**src/rtl/weight_stream_loader.sv**
```systemverilog
// Weight tensor loader: captures DEPTH beats into a RAM, then replays them
// cyclically through a one-stage registered read feeding a 2-entry output buffer.
module weight_stream_loader #(
  parameter int unsigned PRECISION   = 16,
  parameter int unsigned PARALLELISM = 4,
  parameter int unsigned DEPTH       = 8
) (
  input  logic                 clk,
  input  logic                 rst,
  input  logic [PRECISION-1:0] data_in [PARALLELISM],
  input  logic                 data_in_valid,
  output logic                 data_in_ready,
  output logic [PRECISION-1:0] data_out [PARALLELISM],
  output logic                 data_out_valid,
  input  logic                 data_out_ready,
  input  logic                 reload,
  output logic                 load_done
);

  localparam int unsigned Width = PRECISION * PARALLELISM;
  localparam int unsigned AddrW = $clog2(DEPTH);
  localparam logic [AddrW-1:0] LastAddr = AddrW'(DEPTH - 1);

  typedef enum logic {StLoad, StServe} state_e;

  state_e           state_q, state_d;
  logic [AddrW-1:0] wr_ptr_q, wr_ptr_d;
  logic [AddrW-1:0] rd_ptr_q, rd_ptr_d;
  logic [1:0]       cnt_q, cnt_d;
  logic [1:0]       cnt_pop;
  logic [Width-1:0] mem_q [DEPTH];
  logic [Width-1:0] slot0_q, slot1_q;
  logic [Width-1:0] wr_word;
  logic             accept, pop, issue;

  always_comb begin
    wr_word = '0;
    for (int unsigned j = 0; j < PARALLELISM; j++) begin
      wr_word[PRECISION*j +: PRECISION] = data_in[j];
    end
  end

  always_comb begin
    for (int unsigned j = 0; j < PARALLELISM; j++) begin
      data_out[j] = slot0_q[PRECISION*j +: PRECISION];
    end
  end

  always_comb begin
    state_d        = state_q;
    wr_ptr_d       = wr_ptr_q;
    rd_ptr_d       = rd_ptr_q;
    cnt_d          = cnt_q;
    data_in_ready  = (state_q == StLoad);
    load_done      = (state_q == StServe);
    data_out_valid = (cnt_q != 2'd0);
    // A beat handshaked together with reload is dropped.
    accept         = data_in_ready && data_in_valid && !reload;
    pop            = data_out_valid && data_out_ready;
    cnt_pop        = cnt_q - 2'(pop);
    // Only read when the buffer is guaranteed a free slot at the next edge.
    issue          = (state_q == StServe) && (cnt_pop != 2'd2) && !reload;

    case (state_q)
      StLoad: begin
        if (reload) begin
          wr_ptr_d = '0;
        end else if (accept) begin
          if (wr_ptr_q == LastAddr) begin
            wr_ptr_d = '0;
            rd_ptr_d = '0;
            state_d  = StServe;
          end else begin
            wr_ptr_d = wr_ptr_q + AddrW'(1);
          end
        end
      end
      StServe: begin
        if (reload) begin
          state_d  = StLoad;
          wr_ptr_d = '0;
          rd_ptr_d = '0;
          cnt_d    = '0;
        end else begin
          cnt_d = cnt_pop + 2'(issue);
          if (issue) begin
            rd_ptr_d = (rd_ptr_q == LastAddr) ? '0 : rd_ptr_q + AddrW'(1);
          end
        end
      end
      default: state_d = StLoad;
    endcase
  end

  always_ff @(posedge clk) begin
    if (rst) begin
      state_q  <= StLoad;
      wr_ptr_q <= '0;
      rd_ptr_q <= '0;
      cnt_q    <= '0;
    end else begin
      state_q  <= state_d;
      wr_ptr_q <= wr_ptr_d;
      rd_ptr_q <= rd_ptr_d;
      cnt_q    <= cnt_d;
    end
  end

  // Storage needs no reset: occupancy is tracked solely by cnt_q.
  always_ff @(posedge clk) begin
    if (accept) begin
      mem_q[wr_ptr_q] <= wr_word;
    end
    if (pop && (cnt_q == 2'd2)) begin
      slot0_q <= slot1_q;
    end
    if (issue) begin
      if (cnt_pop == 2'd0) begin
        slot0_q <= mem_q[rd_ptr_q];
      end else begin
        slot1_q <= mem_q[rd_ptr_q];
      end
    end
  end

endmodule

```
**config.mk**
```make
export PLATFORM = sky130hd
export DESIGN_NAME = weight_stream_loader
export DESIGN_NICKNAME = d
export VERILOG_FILES = /design/src/rtl/weight_stream_loader.sv
export SDC_FILE = /design/constraint.sdc
export NUM_CORES = 1
export LEC_CHECK = 0
export CAP_MARGIN = 20
export CORE_MARGIN = 1.5
export CORE_UTILIZATION = 55
export CTS_BUF_LIST = sky130_fd_sc_hd__clkbuf_2 sky130_fd_sc_hd__clkbuf_4 sky130_fd_sc_hd__clkbuf_8
export DETAILED_ROUTE_END_ITERATION = 8
export MAX_ROUTING_LAYER = met4
export PLACE_DENSITY = 0.86
export SYNTH_ARGS = -nofsm -noshare
export SYNTH_HDL_FRONTEND = slang
export SYNTH_SLANG_ARGS = --single-unit
```
**constraint.sdc**
```tcl
create_clock -name clk -period 6.3 [get_ports clk]
set_clock_uncertainty 0.15 [all_clocks]
set_input_delay 0.945 -clock clk [delete_from_list [all_inputs] [get_ports clk]]
set_output_delay 0.945 -clock clk [all_outputs]
set_load 0.02 [all_outputs]
```
Yosys cells after proc, flatten, opt, wreduce, memory -nomap -nowiden
Memories as Yosys holds them, arrays and structs flattened. A register that Yosys moved wholly into a read port is not among the register bits.
Index checks and enable logic that the tools add are counted.
Storage, ports and cells
  flip-flop bits (word level): 137
  bits in writable memories: 512
  bits of input ports: 69
  output and inout port bits: 67
  logic and storage cells: 60
  memories: 1
Memories
  mem_q: words 8, width 64, read ports 1, clocked after memory_dff 1, wr ports 1, line 31  | logic [Width-1:0] mem_q [DEPTH];
Operators by class
  add/subtract/negate cells: 4
  eq/ne operators: 10
  muxes and demuxes: 25
  bitwise gates (word level): 2
  reduce and logical (&&, ||, !) cells: 12
Operators by type and width (number)
  64-bit two-way mux: 3
  3-bit two-way mux: 12
  3-bit case mux with 2 select lines: 2
  3-bit by 1-bit adder with 3-bit output, second input constant: 2
  3-bit == test, second input constant: 2
  1-bit logical AND: 6
  1-bit two-way mux: 6
  2-bit inequality test, second input constant: 3
  2-bit by 1-bit inequality test with 1-bit output, second input constant: 2
  2-bit AND reduction: 2
  4-bit AND reduction: 1
  3-bit by 1-bit inequality test with 1-bit output, second input constant: 1
  3-bit by 2-bit inequality test with 1-bit output, second input constant: 1
  2-bit by 1-bit adder with 2-bit output: 1
  2-bit == test, second input constant: 1
  2-bit logical NOT: 1
  2-bit two-way mux: 1
  1-bit inverter: 2
  1-bit case mux with 2 select lines: 1
  2-bit nonzero test: 1
  2-bit by 1-bit subtractor with 2-bit output: 1
  1-bit logical NOT: 1

Logic depth before layout (Yosys ltp)
Gate-level depths: netlist of run 1.
  depth in word-level cells: 11
  gate-level depth with buffers: 9

Least setup slack after synthesis of run 1
OpenSTA, ideal clock, no wires.
  path kind: input to register
  start point: in reload
  end point: mem mem_q[1][0] in the netlist's numbering (enable)
  library setup time: 0.565 ns
  arrival time: 5.885 ns
  required time: 5.585 ns
  setup slack: -0.300 ns
  cell stages on the path: 4
  path buffers: 1
  path through: buf_2 > nor3b_1 > nand2_1 > nor3_1
Between the ends
  cells in the longest elaborated chain, start to end: 4
RTL lines
  from (decl): line 16  | input logic reload,
  1-bit logical NOT: line 58  | accept = data_in_ready && data_in_valid && !reload;
  1-bit logical AND: line 58
  1-bit two-way mux: line 111  | if (accept) begin
  1-bit two-way mux (not written as such): line 112  | mem_q[wr_ptr_q] <= wr_word;
  to (decl): line 31
Every way passes these cells.

Worst setup path after layout of run 1
  start point: in reload
  end point: mem mem_q[3][25] in the netlist's numbering (enable)
Same word-level chain as after synthesis.

==> qor.csv, run 1 <==
metric;value;unit
status;finished clean;
area_growth;15.6;%
yosysWarnings;0;
peakVddDrop;0.174;mV
finalSetupViolCount;0;
min_from;cnt_q[0]$_SDFFE_PP0P_;
post-route-util;64.4;%
drt-total-wl;51.4;mm
via_per_inst;5.79;
synth_area_per_cell;18.4;um2
die-area;47200;um2
required;6.48;ns
gr-usage-all-layers;22.7;%
initial_core_util;55.7;%
synth_area_leaders;edfxtp_1, mux2i_1, dfxtp_1;
nets;1629;
synthesis.area;25300;um2
fin_crit;3.65;ns
ant_nets;0;
p_leak;10.3;nW
clockBufferDepth;3;
combPwrFrac;2.0;%
wl_per_cell;23.0;um
fp-row-count;78;
power.density;288;nW/um2
postCtsSetupRepairBufs;0;
num_vias;13000;
worstReg2RegStart;cnt_q[1]$_SDFFE_PP0P_;
fillers;2927;
rsz0062_at_grt;no;
path_clk_slew;0.06;ns
slew_violations;0;
clk_latency;0.68;ns
start_kind;input port;
globalplace.congestion;0.732;
hold_viol;0;
grt_pass1_vias;13700;
crit_type;input port to flip-flop;
clkPwrFrac;41.8;%
die_y;217;um
path_max_fanout;29;
period_share;57.9;%
yosysTopAreaCell;edfxtp_1;
hold_class;flip-flop to flip-flop;
drt_iter0_markers;1019;
ys_seq_elements;652;
synth-async-reset-ratio;0;%
max_freq;274;MHz
synth_edf_count;576;
grt_pass1_wl;78.3;mm
finalSetupTns;0;ns
ios;136;
intPower;0.00672;W
cts_sinks;652;
ctsHoldBuffers;0;
drc;0;
yosysMostFrequentCell;edfxtp_1;
grt_max_degree;98;
ys_types;36;
end_kind;flip-flop;
r2r_end;slot0_q[40]$_DFF_P_;
yosys-top-cells-count;edfxtp_1, mux2i_1, nor2_1, dfxtp_1, mux2_1;
synth_nets;1448;
relSlewSlack;23.7;%
maxCapViolCount;0;
cp.arrival;3.83;ns
p_sw;0.00169;W
worst_pin_slew;1.14;ns
reg2regPathDepth;9;
yosysTopAreaCellShare;68.4;%
antenna_found_initial;4;
cts_tree;done;
synth_top_flop_cell;edfxtp_1;
min_to;cnt_q[0]$_SDFFE_PP0P_;
cts_inserted_buffers;96;
htree_levels;3;
power_frac_seq;56.3;%
clock-root-buffer;clkbuf_8;
syn_inst;1374;
coreArea;45400;um2
yosysSeqAreaShare;74.5;%
holdWs;0.342;ns
drive_above_1_share;20.6;%
cts-resized-gates;0;
netSwitchingFraction;20.1;%
grt-ovfl-total;0;
dr.pass1.iters;5;
ff2ff_setup_slack;3.02;ns
min_path_cells;2;
io_buffers;135;
hpwl;29.6;mm
dieWidth;217;um
==> flip-flops by register name, indices dropped and copies added, names as in the netlist, named ones only <==
name	cells
rd_ptr_q	3
slot0_q	64
cnt_q	2
wr_ptr_q	3
slot1_q	64
load_done	1
mem_q	512
==> cells by family (layout without fill, tap and decap cells) <==
| group | after synthesis | after routing | share of synthesized area [%] |
|---|---|---|---|
| DFF | 652 | 652 | 74.5 |
| muxes | 324 | 324 | 13.5 |
| buffers and inverters | 82 | 344 | 2.40 |
| AOI/OAI and AO/OA | 204 | 204 | 7.58 |
| adders and majority gates | 5 | 5 | 0.248 |
| xor gates and xnor gates | 1 | 1 | 0.0347 |
| and+or+nand+nor | 106 | 106 | 1.82 |
| other | 0 | 4 | 0 |
==> per-stage QoR <==
step	setup WS [ns]	cells	instance area, um2	total power [W]
final	2.65	2240	29200	0.00841
after global routing	2.49	2240	29200	0.00866
after CTS	2.70	2236	29200	0.00846
after detailed placement	2.02	2057	27200	0.00499
after global placement	1.86	2055	27100	0.00498
after floorplan	1.42	1374	25300	0.00488
==> critical path: stages <==
cell and delay (ns):
clkdlybuf4s50_1 0.56, nor3b_1 0.53, nand2_1 0.39, nor2_4 0.94, buf_4 0.45
==> routing by layer <==
layer,vias to the layer above,track usage [%],wire length (um),part of all wire [%]
met4,0,7.96,1220,2.4
met3,99,4.74,3410,6.6
met5,-,-,0,0
met1,6541,28.4,21000,41
li1,5861,-,-,-
met2,479,36.9,25800,50
==> cell usage in the layout (no fill, tap or decap), drive strengths merged, types with 6 or more instances in the layout <==
master	n
edfxtp	576
mux2i	196
clkbuf	150
clkdlybuf4s50	135
mux2	128
nor2	77
dfxtp	76
o22ai	64
a221oi	64
a21o	64
buf	27
clkinv	20
nor3	8
nand2	7
inv	7
nand2b	6
==> power by group through the flow <==
stage	clock, W	combinational (W)	sequential (W)
3_5_place_dp	0	0.000163	0.00482
4_1_cts	0.00356	0.000164	0.00473
5_1_grt	0.00375	0.000175	0.00473
2_1_floorplan	0	0.0000522	0.00482
6_report	0.00351	0.000164	0.00473
3_3_place_gp	0	0.000154	0.00482
==> cell type report <==
type                       count  area (um2)  share of cell area (%)
timing repair buffer         162        1620                    5.56
clock buffer                 150        1770                    6.06
multi-input combinational    640        5960                    20.4
inverter                       3        11.3                  0.0386
sequential                   652       18800                    64.4
antenna                        4        10.0                  0.0343
tap                          600         751                    2.57
clock inverter                29         258                   0.882
==> worst max-delay path by stage <==
stage	start	end	cells after the start
final	reload	mem_q[3][25]$_DFFE_PP_	5
after floorplan	reload	mem_q[7][0]$_DFFE_PP_	4
after CTS	reload	mem_q[3][17]$_DFFE_PP_	5
after detailed placement	reload	mem_q[3][22]$_DFFE_PP_	5
after global routing	reload	mem_q[3][17]$_DFFE_PP_	5
after global placement	reload	mem_q[1][60]$_DFFE_PP_	5
Power figures use the tool's default switching activity.
==> inputs of run 2 (changes only) <==
- clock period: 6.3 -> 3.35 ns (I/O delays scaled with it)
==> qor.csv, run 2 (synthesis gave the netlist of run 1 again) <==
metric;value;unit;change
globalplace.congestion;0.735;;+0.42%
drt_iter0_markers;1030;;+1.1%
cp.arrival;1.90;ns;-1.93 ns
area_growth;16.5;%;
grt_max_degree;69;;-30%
endpoint;data_out_valid;;
htree_levels;3;;unchanged
final_cells;2258;;+0.80%
drt-total-wl;50.8;mm;-1.2%
gr-max-usage-layer;met2;;
via_per_inst;5.76;;-0.53%
crit_type;flip-flop to primary output;;
worst_pin_slew;1.00;ns;-0.139 ns
maxCapViolCount;0;;unchanged
dr.pass1.iters;5;;unchanged
io_buffers;135;;unchanged
finalSetupTns;0;ns;unchanged
grt-ovfl-total;0;;unchanged
grt_pass1_wl;77.8;mm;-0.73%
use_met1;27.4;%;-1.0 points
status;finished clean;;
die_y;217;um;unchanged
cts-resized-gates;0;;unchanged
start_kind;flip-flop;;
dp_cells;2067;;+0.49%
ctsHoldBuffers;0;;unchanged
slew_violations;0;;unchanged
crit_buf_inv;1;;-1
crit_cells;2;;-3
dieWidth;217;um;unchanged
fp-row-count;78;;unchanged
worstReg2RegStart;cnt_q[1]$_SDFFE_PP0P_;;
p_leak;10.3;nW;+0.69%
antenna_found_initial;7;;+3
largest_reg_flops;512;;unchanged
ant_nets;0;;unchanged
dpl_worst_slack;0.597;ns;-1.42 ns
mostFrequentLayoutCell;edfxtp_1;;
path_delay_family;buffers and inverters;;
gr-usage-all-layers;22.6;%;-0.11 points
rsz0062_at_grt;no;;
path_max_fanout;7;;-76%
drc;0;;unchanged
drive_above_1_share;20.7;%;+0.12 points
num_vias;13000;;+0.27%
finalSetupViolCount;0;;unchanged
post-route-util;64.9;%;+0.53 points
ios;136;;unchanged
slowest_stage;clkdlybuf4s50_1;;
reg2regPathDepth;8;;-1
reg.largest.list;mem_q x512, slot0_q x64, slot1_q x64;;
final_cell_mix;edfxtp_1, mux2i_1, clkdlybuf4s50_1, clkbuf_8, dfxtp_1;;
place_area;27400;um2;+0.94%
power.density;532;nW/um2;+85%
die-area;47200;um2;unchanged
globalRouteMet2Util;37.1;%;+0.19 points
hold_viol;0;;unchanged
end_kind;primary output;;
wl_per_cell;22.5;um;-2.0%
path_clk_slew;0.06;ns;about the same
clockBufferDepth;3;;unchanged
nets;1641;;+0.74%
r2r_end;slot0_q[42]$_DFF_P_;;
period_share;76.1;%;
hpwl;28.0;mm;-5.3%
cp_cell_sequence;or2_2, clkdlybuf4s50_1;;
peakVddDrop;0.333;mV;+92%
use_met3;4.46;%;-0.28 points
fillers;2867;;-2.0%
top_register;mem_q;;
fin_crit;2.55;ns;
cts_inserted_buffers;98;;+2.1%
setup_ws;0.802;ns;-1.85 ns
postCtsSetupRepairBufs;0;;unchanged
grt_pass1_vias;13800;;+0.55%
slowest_delay;0.60;ns;-0.34 ns
cts_sinks;652;;unchanged
coreArea;45400;um2;unchanged
clk_latency;0.67;ns;about the same
hold_class;flip-flop to flip-flop;;
cts_tree;done;;
timing.critical_path.from;cnt_q[1]$_SDFFE_PP0P_;;
initial_core_util;55.7;%;unchanged
ff2ff_setup_slack;0.83;ns;-2.19 ns
max_freq;392;MHz;
stdcell_area;29400;um2;+0.83%
clock-root-buffer;clkbuf_8;;
required;2.70;ns;-3.78 ns
relSlewSlack;33.0;%;+9.3 points
==> run 2: cell types whose count changed in the layout (fill, tap and decap cells not counted), sizes merged <==
cell / before / now
buf: 27 / 37
clkbuf: 150 / 143
clkinv: 20 / 31
clkinvlp: 2 / 5
diode: 4 / 7
inv: 7 / 5
==> run 2: routing by layer <==
layer | share of wire (%) | vias to the layer above
met4 | 2.9 | 0
met1 | 40 | 6505
met2 | 50 | 508
met5 | 0 | -
met3 | 6.6 | 108
li1 | - | 5894
==> run 2: how the worst min path moves through the flow <==
stage / start / endpoint / slack, ns / cells past startpoint
3_5_place_dp: cnt_q[0]$_SDFFE_PP0P_ / cnt_q[0]$_SDFFE_PP0P_ / 0.33 / 2
2_1_floorplan: cnt_q[0]$_SDFFE_PP0P_ / cnt_q[0]$_SDFFE_PP0P_ / 0.30 / 2
4_1_cts: cnt_q[0]$_SDFFE_PP0P_ / cnt_q[0]$_SDFFE_PP0P_ / 0.34 / 2
5_1_grt: cnt_q[0]$_SDFFE_PP0P_ / cnt_q[0]$_SDFFE_PP0P_ / 0.36 / 2
6_report: cnt_q[0]$_SDFFE_PP0P_ / cnt_q[0]$_SDFFE_PP0P_ / 0.33 / 2
3_3_place_gp: cnt_q[0]$_SDFFE_PP0P_ / cnt_q[0]$_SDFFE_PP0P_ / 0.32 / 2
==> run 2: power breakdown <==
| part | internal (W) | leakage [nW] | total [W] | switching [W] |
|---|---|---|---|---|
| Sequential | 0.00889 | 5.81 | 0.00890 | 0.0000133 |
| Combinational | 0.000132 | 3.45 | 0.000302 | 0.000170 |
| Clock | 0.00356 | 1.06 | 0.00648 | 0.00292 |
| Total | 0.0126 | 10.3 | 0.0157 | 0.00310 |
==> run 2: cell type report <==
cell class | count | area (um2) | area share [%]
flip-flops and latches | 652 | 18800 | 63.9
multi-input cells | 640 | 5960 | 20.2
repair buffers | 172 | 1880 | 6.38
clock buffers | 143 | 1730 | 5.88
well taps | 600 | 751 | 2.55
clock inverters | 41 | 278 | 0.943
diodes | 7 | 17.5 | 0.0595
inverters | 3 | 11.3 | 0.0382
==> run 2: tightest hold or removal path: cells and delay by family (launching register included) <==
kind / cells / cell delay [ns]
flops: 1 / 0.32
simple gates: 1 / 0.06
compound gates: 1 / 0.05
==> run 2: per-stage QoR <==
| step | power (W) | hold WS, ns |
|---|---|---|
| CTS | 0.0158 | 0.338 |
| finish | 0.0157 | 0.328 |
| floorplan | 0.00917 | 0.298 |
| detailed placement | 0.00937 | 0.330 |
| global route | 0.0161 | 0.355 |
| global placement | 0.00935 | 0.317 |
==> inputs of run 3 (changes only) <==
- PLACE_DENSITY: 0.86 -> 0.83
- clock period: 3.35 -> 2.47 ns (I/O delays scaled with it)
==> qor.csv, run 3 (synthesis gave the netlist of run 1 again) <==
metric;value;unit;change
cp.arrival;1.86;ns;-0.04 ns
worst_pin_slew;0.773;ns;-0.232 ns
area_growth;18.3;%;
gr-usage-all-layers;23.6;%;+0.99 points
stdcell_area;29900;um2;+1.5%
die_y;217;um;unchanged
dieWidth;217;um;unchanged
largest_reg_flops;512;;unchanged
crit_type;flip-flop to primary output;;
peakVddDrop;0.403;mV;+21%
clk_latency;0.69;ns;+0.02 ns
clock-root-buffer;clkbuf_8;;
place_area;27900;um2;+1.6%
drc;0;;unchanged
cts_tree;done;;
globalplace.congestion;0.768;;+4.6%
via_per_inst;5.79;;+0.37%
antenna_found_initial;7;;unchanged
slowest_stage;clkdlybuf4s50_1;;
drt_iter0_markers;906;;-12%
required;1.95;ns;-0.75 ns
drt-total-wl;53.1;mm;+4.6%
finalSetupViolCount;0;;unchanged
status;finished clean;;
relSlewSlack;48.4;%;+15 points
slowest_delay;0.53;ns;-0.07 ns
cp_cell_sequence;or2_4, clkdlybuf4s50_1;;
path_max_fanout;7;;unchanged
reg.largest.list;mem_q x512, slot0_q x64, slot1_q x64;;
power.density;718;nW/um2;+35%
dr.pass1.iters;5;;unchanged
max_freq;420;MHz;
grt-ovfl-total;0;;unchanged
nets;1666;;+1.5%
maxCapViolCount;0;;unchanged
hold_class;input port to flip-flop;;
grt_pass1_vias;14100;;+1.7%
end_kind;primary output;;
clockBufferDepth;3;;unchanged
grt_max_degree;58;;-16%
ant_nets;0;;unchanged
ctsHoldBuffers;0;;unchanged
p_leak;10.5;nW;+2.1%
dpl_worst_slack;-0.0870;ns;-0.684 ns
rsz0062_at_grt;no;;
top_register;mem_q;;
slew_violations;0;;unchanged
final_cell_mix;edfxtp_1, mux2i_1, clkdlybuf4s50_1, clkbuf_8, dfxtp_1;;
ios;136;;unchanged
num_vias;13200;;+1.6%
post-route-util;65.9;%;+1.0 points
fin_crit;2.38;ns;
initial_core_util;55.7;%;unchanged
coreArea;45400;um2;unchanged
mostFrequentLayoutCell;edfxtp_1;;
fillers;2885;;+0.63%
wl_per_cell;23.3;um;+3.4%
finalSetupTns;0;ns;unchanged
cts_sinks;652;;unchanged
die-area;47200;um2;unchanged
grt_pass1_wl;81.1;mm;+4.3%
path_clk_slew;0.07;ns;about the same
setup_ws;0.0866;ns;-0.715 ns
htree_levels;3;;unchanged
io_buffers;135;;unchanged
hpwl;30.0;mm;+6.8%
hold_viol;0;;unchanged
fp-row-count;78;;unchanged
start_kind;flip-flop;;
period_share;96.5;%;
cts_inserted_buffers;98;;unchanged
drive_above_1_share;22.0;%;+1.3 points
## run 3: changes by cell type in the layout (fill, tap and decap cells not counted), moves of 2 or more
| cell | before | now |
|---|---|---|
| clkinvlp_4 | 5 | 2 |
| dfxtp_2 | 0 | 2 |
| clkbuf_4 | 38 | 32 |
| buf_4 | 17 | 26 |
| buf_12 | 20 | 36 |
| dfxtp_1 | 75 | 73 |
| clkinv_1 | 18 | 25 |
## run 3: path summary, 6_finish.rpt
check / startpoint / cells after the start / slack, ns / end
worst max-delay path: cnt_q[1]$_SDFFE_PP0P_ / 2 / 0.09 / data_out_valid
worst min-delay path: data_in_valid / 3 / 0.22 / load_done$_SDFF_PP0_
worst max register to register: cnt_q[1]$_SDFFE_PP0P_ / 9 / 0.16 / slot0_q[3]$_DFF_P_
worst min register to register: cnt_q[0]$_SDFFE_PP0P_ / 2 / 0.33 / cnt_q[0]$_SDFFE_PP0P_
## run 3: worst max-delay path, delay by kind of cell (launching register included)
kind,cells,cell delay (ns)
AND/OR/NAND/NOR,1,0.26
buffers and inverters,1,0.53
flip-flops,1,0.37
## run 3: cell type report
type                            count  area (um2)  area share, %
Sequential cell                   652       18800           62.9
Multi-Input combinational cell    640        6010           20.1
Timing Repair Buffer              197        2270           7.58
Clock buffer                      138        1700           5.68
Tap cell                          600         751           2.51
Clock inverter                     47         323           1.08
Antenna cell                        8        20.0         0.0669
Inverter                            3        11.3         0.0377
## run 3: per-stage QoR
stage | total power, W | hold WS (ns) | cells
after floorplan | 0.0124 | 0.303 | 1374
after global placement | 0.0127 | 0.322 | 2092
after detailed placement | 0.0127 | 0.331 | 2092
after CTS | 0.0216 | 0.159 | 2277
after global routing | 0.0221 | 0.255 | 2284
final | 0.0215 | 0.218 | 2285
## run 3: layer usage
layer	vias up	routed length (um)	share of wire (%)	track usage (%)
li1	5951	-	-	-
met1	6703	21400	40	29.1
met2	466	27000	51	38.6
met3	100	3440	6.5	4.58
met4	0	1310	2.5	9.12
met5	-	0	0	-
## run 3: what timing repair did
action                                  in CTS  in global routing
buffers inserted                             0                  0
endpoints found under the setup margin       0                  1
gates resized for setup                      0                  1
hold endpoints to repair                     0                  0
## run 3: report_power, final
part           internal (W)  switching (W)  leakage (nW)
Clock               0.00488        0.00410          1.07
Combinational      0.000184       0.000229          3.66
Sequential           0.0121      0.0000191          5.81
==> RTL change: new RTL, config.mk and constraints of run 3 <==
The parameter `PARALLELISM` goes from 4 to 8.
--- a/src/rtl/weight_stream_loader.sv
+++ b/src/rtl/weight_stream_loader.sv
@@ -3,5 +3,5 @@
 module weight_stream_loader #(
   parameter int unsigned PRECISION   = 16,
-  parameter int unsigned PARALLELISM = 4,
+  parameter int unsigned PARALLELISM = 8,
   parameter int unsigned DEPTH       = 8
 ) (
Ports: changed (resized data_in and data_out); port bits go from 136 to 264. No check against the original RTL was run, so the function may have changed too.
==> RTL change against run 3 <==
Setup slack worse by 0.012 ns. Power is 100% higher. Final area is 100% higher. Wire length up 110%. Area after synthesis grew 97%. Sequential cell count increased by 640. Worst hold slack got worse by 0.13 ns. Sequential power up 98%. Critical endpoint is now data_out[125]. Largest power group unchanged.
==> RTL change: results <==
group,metric,value,unit
detailed_routing,detail_route.vias_per_cell,5.77,
logic_synthesis,synth-compound-area-share,0.0756,
logic_synthesis,synthTopCellsByCount,"sky130_fd_sc_hd__edfxtp_1, sky130_fd_sc_hd__mux2i_1, sky130_fd_sc_hd__nor2_1",
critical_path,slowest_delay,0.63,ns
logic_synthesis,post_synthesis_mean_instance_area,18.6,µm²
grt,grt_pass1_vias,27600,
grt,track_usage,0.246,
power_and_ir_drop,power.ir.vdd_worst,0.643,mV
finish,num-nets-final,3310,
grt,grt_pass1_wl,163,mm
finish,largest_register_ffs,1024,
detailed_routing,initialDrtViolationCount,2086,
placed_design,place.gp.congestion,0.816,
outcome,run_status,"finished, final reports clean",
logic_synthesis,synthAdderAreaFrac,0.00126,
detailed_routing,wirelength_per_cell,24.1,µm
detailed_routing,drt-pass1-iter-count,7,
grt,grt_util_met3,0.0584,
clock_network,h_tree_depth_reported_by_cts,4,
finish,fraction_of_final_layout_cells_sized_beyond_drive_strength_1,0.241,
clock_network,clkLatencyLatePin,0.85,ns
logic_synthesis,ys_top_cells_by_area,"sky130_fd_sc_hd__edfxtp_1, sky130_fd_sc_hd__mux2i_1, sky130_fd_sc_hd__dfxtp_1, sky130_fd_sc_hd__a221oi_2, sky130_fd_sc_hd__mux2_1",
sta,final.hold.worst_slack,0.0917,ns
grt,antenna_found_initial,16,
placed_design,place_area,0.0559,mm²
[RTL change: cell count changes in the layout (fill, tap and decap cells not counted), sizes merged, moves of 105 or more]
cell / before / now
buf: 62 / 201
clkbuf: 138 / 285
clkdlybuf4s50: 135 / 240
edfxtp: 576 / 1152
mux2: 128 / 256
mux2i: 196 / 386
[RTL change: power by group]
part | leakage [nW] | internal (mW) | total [mW] | switching, mW
Clock | 2.22 | 10.1 | 18.1 | 8.04
Sequential | 11.5 | 23.9 | 23.9 | 0.0348
Combinational | 7.76 | 0.373 | 0.828 | 0.455
Total | 21.5 | 34.4 | 42.9 | 8.53
[RTL change: cell type report]
cell class	count	area, µm²
inverter	3	11.3
tap	1176	1470
sequential	1292	37400
antenna	17	42.5
clock inverter	83	669
fill	5595	29600
multi-input combinational	1216	11400
timing repair buffer	464	5580
clock buffer	285	3500
[RTL change: path summary, 6_finish.rpt]
path                    startpoint                endpoint  depth (start not counted)
min reg2reg  cnt_q[0]$_SDFFE_PP0P_   cnt_q[0]$_SDFFE_PP0P_                          2
max            slot0_q[13]$_DFF_P_           data_out[125]                          1
max reg2reg  cnt_q[1]$_SDFFE_PP0P_     slot0_q[73]$_DFF_P_                          9
min                    data_in[99]  mem_q[1][19]$_DFFE_PP_                          1
[RTL change: kinds of logic (layout without fill, tap and decap cells)]
group | count (synthesis) | after routing
flops | 1292 | 1292
mux | 642 | 642
compound gates | 396 | 396
simple gates | 171 | 171
buf+inv | 161 | 835
fa+ha+maj | 5 | 5
xor+xnor | 2 | 2
other cells | 0 | 17
[RTL change: per-layer routing]
layer | part of all wire | wire length, µm
met5 | 0 | 0
met4 | 0.027 | 2910
met3 | 0.070 | 7710
met2 | 0.52 | 56600
met1 | 0.39 | 42200
